$ cat config.mk
export PLATFORM = sky130hd
export DESIGN_NAME = program_counter
export DESIGN_NICKNAME = d
export VERILOG_FILES = /design/src/rtl/program_counter.sv
export SDC_FILE = /design/constraint.sdc
export NUM_CORES = 1
export LEC_CHECK = 0
export CORE_ASPECT_RATIO = 1.4
export CORE_UTILIZATION = 40
export CTS_CLUSTER_SIZE = 10
export DETAILED_ROUTE_END_ITERATION = 12
export PLACE_DENSITY = 0.8
export SLEW_MARGIN = 30
export SYNTH_ARGS = -nofsm -noshare
export SYNTH_HDL_FRONTEND = slang
export SYNTH_SLANG_ARGS = --single-unit
$ cat constraint.sdc
create_clock -name clk -period 4.85 [get_ports clk]
set_clock_uncertainty 0.1 [all_clocks]
set_input_delay 1.455 -clock clk [delete_from_list [all_inputs] [get_ports clk]]
set_output_delay 1.455 -clock clk [all_outputs]
set_load 0.02 [all_outputs]
$ cat src/rtl/program_counter.sv
// Fetch-stage program counter: holds the fetch address and selects the next one from
// sequential, PC-relative branch, JAL or JALR sources. It stalls while the L1 I-cache is busy.
module program_counter #(
    parameter int unsigned pc_size = 32
) (
    input  logic               clk,
    input  logic               reset,
    input  logic               L1_busy,
    input  logic               branch_instruction,
    input  logic [1:0]         pc_select,
    input  logic [pc_size-1:0] alu_result,
    input  logic [pc_size-1:0] jal_address,
    output logic [pc_size-1:0] pc_next,
    output logic [pc_size-1:0] pc_plus_four_next
);

    localparam logic [pc_size-1:0] PcStep = pc_size'(4);

    typedef enum logic [1:0] {
        SelSeq    = 2'd0,
        SelBranch = 2'd1,
        SelJal    = 2'd2,
        SelJalr   = 2'd3
    } pc_sel_e;

    logic [pc_size-1:0] pc_q;
    logic [pc_size-1:0] pc_d;
    logic [pc_size-1:0] pc_plus_four;
    logic [pc_size-1:0] jalr_target;
    pc_sel_e            sel;

    // Taken/not-taken is already folded into pc_select, so this status input stays unused.
    logic unused_branch;
    assign unused_branch = branch_instruction;

    assign sel          = pc_sel_e'(pc_select);
    assign pc_plus_four = pc_q + PcStep;
    assign jalr_target  = {alu_result[pc_size-1:1], 1'b0};

    always_comb begin
        pc_d = pc_q;
        if (!L1_busy) begin
            unique case (sel)
                SelSeq:    pc_d = pc_plus_four;
                SelBranch: pc_d = pc_q + alu_result;
                SelJal:    pc_d = jal_address;
                SelJalr:   pc_d = jalr_target;
                default:   pc_d = pc_q;
            endcase
        end
    end

    always_ff @(posedge clk or negedge reset) begin
        if (!reset) begin
            pc_q <= '0;
        end else begin
            pc_q <= pc_d;
        end
    end

    assign pc_next           = pc_q;
    assign pc_plus_four_next = pc_plus_four;

endmodule

==> results of run 1 <==
[power groups by stage]
stage / clock network [mW] / registers, mW / logic, mW
final: 0.341 / 0.529 / 1.85
after global routing: 0.354 / 0.546 / 1.99
after CTS: 0.343 / 0.525 / 1.83
after detailed placement: 0 / 0.528 / 1.82
after global placement: 0 / 0.521 / 1.79
after floorplan: 0 / 0.574 / 1.10
[cells in the mapped netlist, types with 5 or more instances]
cell type	n	area share
inv_1	17	0.014
dfrtp_1	32	0.18
nand4_1	13	0.018
o221ai_1	5	0.0099
o21a_1	7	0.012
nor3_1	17	0.019
mux2i_1	11	0.025
nor2_1	36	0.031
xnor2_1	33	0.065
o22ai_1	7	0.0099
and3_1	10	0.014
mux4_2	12	0.061
clkbuf_1	22	0.019
nor4_1	5	0.0071
a31oi_1	7	0.0099
buf_1	5	0.0042
o21ai_0	18	0.020
a21oi_1	52	0.059
nand3_1	29	0.033
nand2_1	42	0.036
xor2_1	14	0.028
ha_1	32	0.091
a21o_1	16	0.027
mux2_2	14	0.036
[final cells by class]
class	count	area, µm²
inverter	18	67.6
sequential	32	801
tap	141	176
clock buffer	7	153
fill	1037	4770
timing repair buffer	147	1430
multi-input combinational	463	3410
[metal layers]
metal,GRT usage,vias up,share of wire
li1,-,2310,-
met3,0.0420,63,0.055
met5,0,-,0
met4,0.162,0,0.052
met2,0.467,226,0.51
met1,0.307,2360,0.39
[stage by stage]
| stage | hold slack, ns | setup WS (ns) | power (mW) | util |
|---|---|---|---|---|
| 3_5_place_dp | 0.485 | 0.237 | 2.35 | 0.545 |
| 4_1_cts | 0.502 | 0.186 | 2.70 | 0.559 |
| 6_report | 0.484 | 0.227 | 2.72 | 0.559 |
| 5_1_grt | 0.530 | 0.0778 | 2.89 | 0.559 |
| 2_1_floorplan | 0.547 | 1.00 | 1.68 | - |
| 3_3_place_gp | 0.447 | 0.271 | 2.31 | 0.545 |
[cells by family after synthesis]
logic type	count (synthesis)	share of synthesized area
adder cells (fa/ha/maj)	33	0.0951
AND/OR/NAND/NOR	187	0.220
multiplexers	38	0.125
AO/OA/AOI/OAI	158	0.238
XOR/XNOR	47	0.0931
buffers and inverters	51	0.0476
flip-flops	32	0.181
[path summary, 6_finish.rpt]
check	startpoint	to	slack (ns)	cells past startpoint
setup / recovery	pc_next[4]$_DFFE_PN0N_	pc_plus_four_next[31]	0.23	5
hold / removal	pc_next[0]$_DFFE_PN0P_	pc_next[0]$_DFFE_PN0P_	0.48	2
setup reg to reg	pc_next[0]$_DFFE_PN0P_	pc_next[26]$_DFFE_PN0N_	1.59	10
hold reg to reg	pc_next[0]$_DFFE_PN0P_	pc_next[0]$_DFFE_PN0P_	0.48	2
max in group asynchronous	reset	pc_next[25]$_DFFE_PN0N_	2.81	2
min in group asynchronous	reset	pc_next[13]$_DFFE_PN0N_	1.51	2
[worst max-delay path, stage by stage (launching register included)]
cell and delay, ns:
dfrtp_1 0.53, nand4_1 0.23, or4_4 0.59, or4_1 0.55
xnor2_1 0.24, clkdlybuf4s50_1 0.65
==> results.md, run 1 <==
- Most used DFF post-synth: dfrtp_1
- Gate Count Post-Synth: 546
- Placed insts: 801
- Worst-path clk slew: 0.06 ns
- Number of vias in the routed layout: 4959
- DR WL/cell: 18.9 µm
- Finished Cell Area: 6040 µm²
- Psw: between 1 and 1.5 mW
- Worst setup EP type: output pin
- Arrival time at the worst endpoint: approximately 3.1 ns
- Post-synth EDFFs: 0
- Area Growth Syn to Fin: 36.8%
- Sw Ratio: 0.471
- DP Wirelength: 11.8 mm
- Max clock buf depth: 2
- Max cap viols: 0
- Total track usage: 0.268
- NumNets Final: 770
- WL final: 15.3 mm
- Die H: 126 µm
- Clock Latency Late Sink: 0.29 ns
- Setup TNS: 0 ns
- Synth Net Count: 649
- Most frequent cells in the layout: clkdlybuf4s50_1 (132), a21oi_1 (52), nand2_1 (42), nor2_1 (36), xnor2_1 (33)
- Dpl cell area: 5890 µm²
- Largest register FFs: 32
- GRT overflow: 0
- Hold Vio Cnt, Final: 0
- YS warnings: 0
- Share of layout cells above drive strength 1: 0.0960
- Drt pass-1 iters: 7
- Share of flip-flops with an asynchronous set or reset: 1.00
- Register bit total from synthesis: 32
- Syn Area/Cell: 8.09 µm²
- Sink Count: 32
- Iter 0 DRT Violations: 271
- Average vias per placed instance: 6.14
- RSZ-0062 raised after global routing: no
- Starting Density: 0.409
- Final Max Tran Viols: 0
- Headroom to the max-slew limit: 0.554
- Most common cell after layout, fill and taps aside: clkdlybuf4s50_1
- Hold Buf Count CTS: 0
- Post-CTS Setup Repair Bufs: 0
- Worst-path fanout max: 9
- Leakage: 2.39 nW
- Worst hold path type: flip-flop to flip-flop
- CTS root buf: clkbuf_16
- Max VDD drop: 0.212 mV
- Combinational Power Share: 0.680
- Internal power: 1.44 mW
- Die area: 11500 µm²
- Largest net degree at the start of global routing: 33
- # DRC: 0
- H-tree levels: 2
- Register area share after synthesis: 0.181
- Cell Area, Synth: 4420 µm²
- Worst Tran Pin Value: 0.652 ns
- # rows: 45
- Antenna violations before repair: 0
- Min Tclk post-route: 4.62 ns
- Crit start category: flip-flop
- WP data required: 3.29 ns
- Layout Cells excl Fill: 808
- Kind of critical path: flip-flop to output pin
- IO buf count: 132
- Remaining antenna violation count: 0
- Max Freq: around 220 MHz
- RePlAce Congestion: 0.951
- Status: complete, no violations
- Core box area: 10800 µm²
- Netlist cell types: 73
- Sequential power share: 0.195
- Clock network power share: 0.125
- Total CTS buffers: 5
- Cts repair resizes: 0
- Fin crit share: 0.953
- # IOs: 134
- Die width: between 90 and 100 µm
- Power per cell area: 450 nW/µm²
- Vias in the first global route: 4925
- Ant diodes: 0
- CTS tree: yes
- Final setup viols: 0
- First-pass GRT wire length: about 25 mm
No activity file was read; power rests on OpenSTA's default activity.
==> inputs of run 2 (changes only) <==
==> constraint.sdc (replaced) <==
create_clock -name clk -period 4.85 [get_ports clk]
set_clock_uncertainty 0.1 [all_clocks]
set_input_delay 0.97 -clock clk [delete_from_list [all_inputs] [get_ports clk]]
set_output_delay 0.97 -clock clk [all_outputs]
set_load 0.02 [all_outputs]
==> run 2 against run 1 <==
  * Register-to-register slack barely moved
  * Clock power decreased by 4%
  * Utilization decreased by 0.36 points
  * Critical endpoint is now pc_plus_four_next[28]
  * Critical path type unchanged
==> results.md, run 2 (synthesized netlist as in run 1, its figures left out) <==
- CTS tree: yes (unchanged)
- Final setup viols: 0 (unchanged)
- Total track usage: 0.266 (was 0.268)
- Status: complete, no violations (unchanged)
- GRT overflow: 0 (unchanged)
- Max clock buf depth: 2 (unchanged)
- Fin crit share: 0.886 (was 0.953)
- Layout Cells excl Fill: 805 (was 808)
- Share of layout cells above drive strength 1: 0.0904 (was 0.0960)
- Ant diodes: 0 (unchanged)
- # IOs: 134 (unchanged)
- Kind of critical path: flip-flop to output pin (unchanged)
- Crit-path cells: ha_1 -> inv_1 -> or4_1 -> nor4_1 -> nand2_1 -> xnor2_1 -> clkdlybuf4s50_1 (was nand4_1 -> or4_4 -> or4_1 -> xnor2_1 -> clkdlybuf4s50_1)
- Max cap viols: 0 (unchanged)
- Power, Total: 2.69 mW (was 2.72 mW)
- Post-CTS Setup Repair Bufs: 0 (unchanged)
- Final Max Tran Viols: 0 (unchanged)
- Worst hold path type: flip-flop to flip-flop (unchanged)
- Final hold slack: 0.496 ns (was 0.484 ns)
- Worst-path clk slew: 0.06 ns (about the same)
- Starting Density: 0.409 (unchanged)
- Min Tclk post-route: 4.30 ns (was 4.62 ns)
- Placed insts: 797 (was 801)
- Core box area: 10800 µm² (unchanged)
- Hold Vio Cnt, Final: 0 (unchanged)
- Headroom to the max-slew limit: 0.491 (was 0.554)
- Sink Count: 32 (unchanged)
- FF-to-FF path depth: 10 (unchanged)
- Slowest CP cell: clkdlybuf4s50_1 (unchanged)
- Sw Ratio: 0.473 (was 0.471)
- Worst-path fanout max: 7 (was 9)
- Die H: 126 µm (unchanged)
- Clock Latency Late Sink: 0.28 ns (was 0.29 ns)
- Drt pass-1 iters: 6 (was 7)
- Psw: 1.27 mW (was 1.28 mW)
- H-tree levels: 2 (unchanged)
- Remaining antenna violation count: 0 (unchanged)
- Internal power: 1.42 mW (was 1.44 mW)
- Hold depth: 2 (unchanged)
- WP data required: 3.78 ns (was 3.29 ns)
- Die width: 90.8 µm (unchanged)
- Most common cell after layout, fill and taps aside: clkdlybuf4s50_1 (unchanged)
- Number of vias in the routed layout: 4945 (was 4959)
- CP peak stage delay: 0.62 ns (was 0.65 ns)
- Sequential power share: 0.195 (about the same)
- IO buf count: 132 (unchanged)
- Worst Tran Pin Value: 0.762 ns (was 0.652 ns)
- Arrival time at the worst endpoint: 3.23 ns (was 3.07 ns)
- Finished Cell Area: 6010 µm² (was 6040 µm²)
- Largest net degree at the start of global routing: 36 (was 33)
- Core Util, Final: 0.556 (was 0.559)
- Iter 0 DRT Violations: 387 (was 271)
- Dpl cell area: 5860 µm² (was 5890 µm²)
- Setup TNS: 0 ns (unchanged)
- Area Growth Syn to Fin: 35.9% (was 36.8%)
- Vias in the first global route: 4890 (was 4925)
- Clock network power share: 0.122 (was 0.125)
- DP Wirelength: 11.7 mm (was 11.8 mm)
- Average vias per placed instance: 6.14 (about the same)
- CTS root buf: clkbuf_16 (unchanged)
- Cts repair resizes: 0 (unchanged)
- NumNets Final: 766 (was 770)
- # DRC: 0 (unchanged)
- Power per cell area: 448 nW/µm² (was 450 nW/µm²)
- Most frequent cells in the layout: clkdlybuf4s50_1 (132), a21oi_1 (52), nand2_1 (42), nor2_1 (36), xnor2_1 (33) (unchanged)
- WL final: 15.2 mm (was 15.3 mm)
- Hold Buf Count CTS: 0 (unchanged)
- Worst setup EP type: output pin (unchanged)
- RSZ-0062 raised after global routing: no (unchanged)
- Worst setup margin: 0.554 ns (was 0.227 ns)
- Antenna violations before repair: 0 (unchanged)
- Largest register FFs: 32 (unchanged)
- # rows: 45 (unchanged)
- Max Freq: 233 MHz (was 216 MHz)
- First-pass GRT wire length: 24.5 mm (about the same)
- Total CTS buffers: 5 (unchanged)
- Combinational Power Share: 0.683 (was 0.680)
- Leakage: 2.37 nW (was 2.39 nW)
- Pre-CTS setup slack: 0.688 ns (was 0.237 ns)
- Die area: 11500 µm² (unchanged)
- Crit start category: flip-flop (unchanged)
- Max VDD drop: 0.234 mV (was 0.212 mV)
- DR WL/cell: 18.9 µm (about the same)
- RePlAce Congestion: 0.922 (was 0.951)
-- run 2: changes by cell type in the layout (fill, tap and decap cells not counted) --
cell	change
buf_4	-4
nor3_2	-1
clkbuf_8	-1
clkinv_2	+2
nor3_1	+1
-- run 2: area by class of cell --
class / instances / area, µm²
tap: 141 / 176
clock inverter: 2 / 10.0
timing repair buffer: 143 / 1400
inverter: 18 / 67.6
sequential: 32 / 801
multi-input combinational: 463 / 3410
fill: 1020 / 4800
clock buffer: 6 / 139
-- run 2: path summary, 6_finish.rpt --
check | start | endpoint | slack, ns
min | pc_next[0]$_DFFE_PN0P_ | pc_next[0]$_DFFE_PN0P_ | 0.50
max in group asynchronous | reset | pc_next[29]$_DFFE_PN0N_ | 3.30
min reg2reg | pc_next[0]$_DFFE_PN0P_ | pc_next[0]$_DFFE_PN0P_ | 0.50
min in group asynchronous | reset | pc_next[28]$_DFFE_PN0N_ | 1.01
max | pc_next[3]$_DFFE_PN0N_ | pc_plus_four_next[28] | 0.55
max reg2reg | pc_next[0]$_DFFE_PN0P_ | pc_next[26]$_DFFE_PN0N_ | 1.58
-- run 2: power groups by stage --
stage	sequential [mW]	combinational (mW)	clock [mW]
CTS	0.522	1.83	0.331
global route	0.545	1.98	0.341
global placement	0.521	1.78	0
finish	0.525	1.84	0.329
floorplan	0.574	1.10	0
detailed placement	0.526	1.81	0
-- run 2: routing by layer --
| metal | GRT usage | share of wire | vias to the layer above |
|---|---|---|---|
| li1 | - | - | 2298 |
| met3 | 0.0360 | 0.052 | 52 |
| met2 | 0.478 | 0.52 | 217 |
| met4 | 0.134 | 0.043 | 0 |
| met1 | 0.308 | 0.39 | 2378 |
| met5 | 0 | 0 | - |
-- run 2: critical path, delay by kind of cell, from the launching register on --
| kind | cells | cell delay, ns |
|---|---|---|
| flops | 1 | 0.49 |
| xor+xnor | 1 | 0.17 |
| simple gates | 3 | 1.22 |
| fa+ha+maj | 1 | 0.38 |
| buf+inv | 2 | 0.69 |
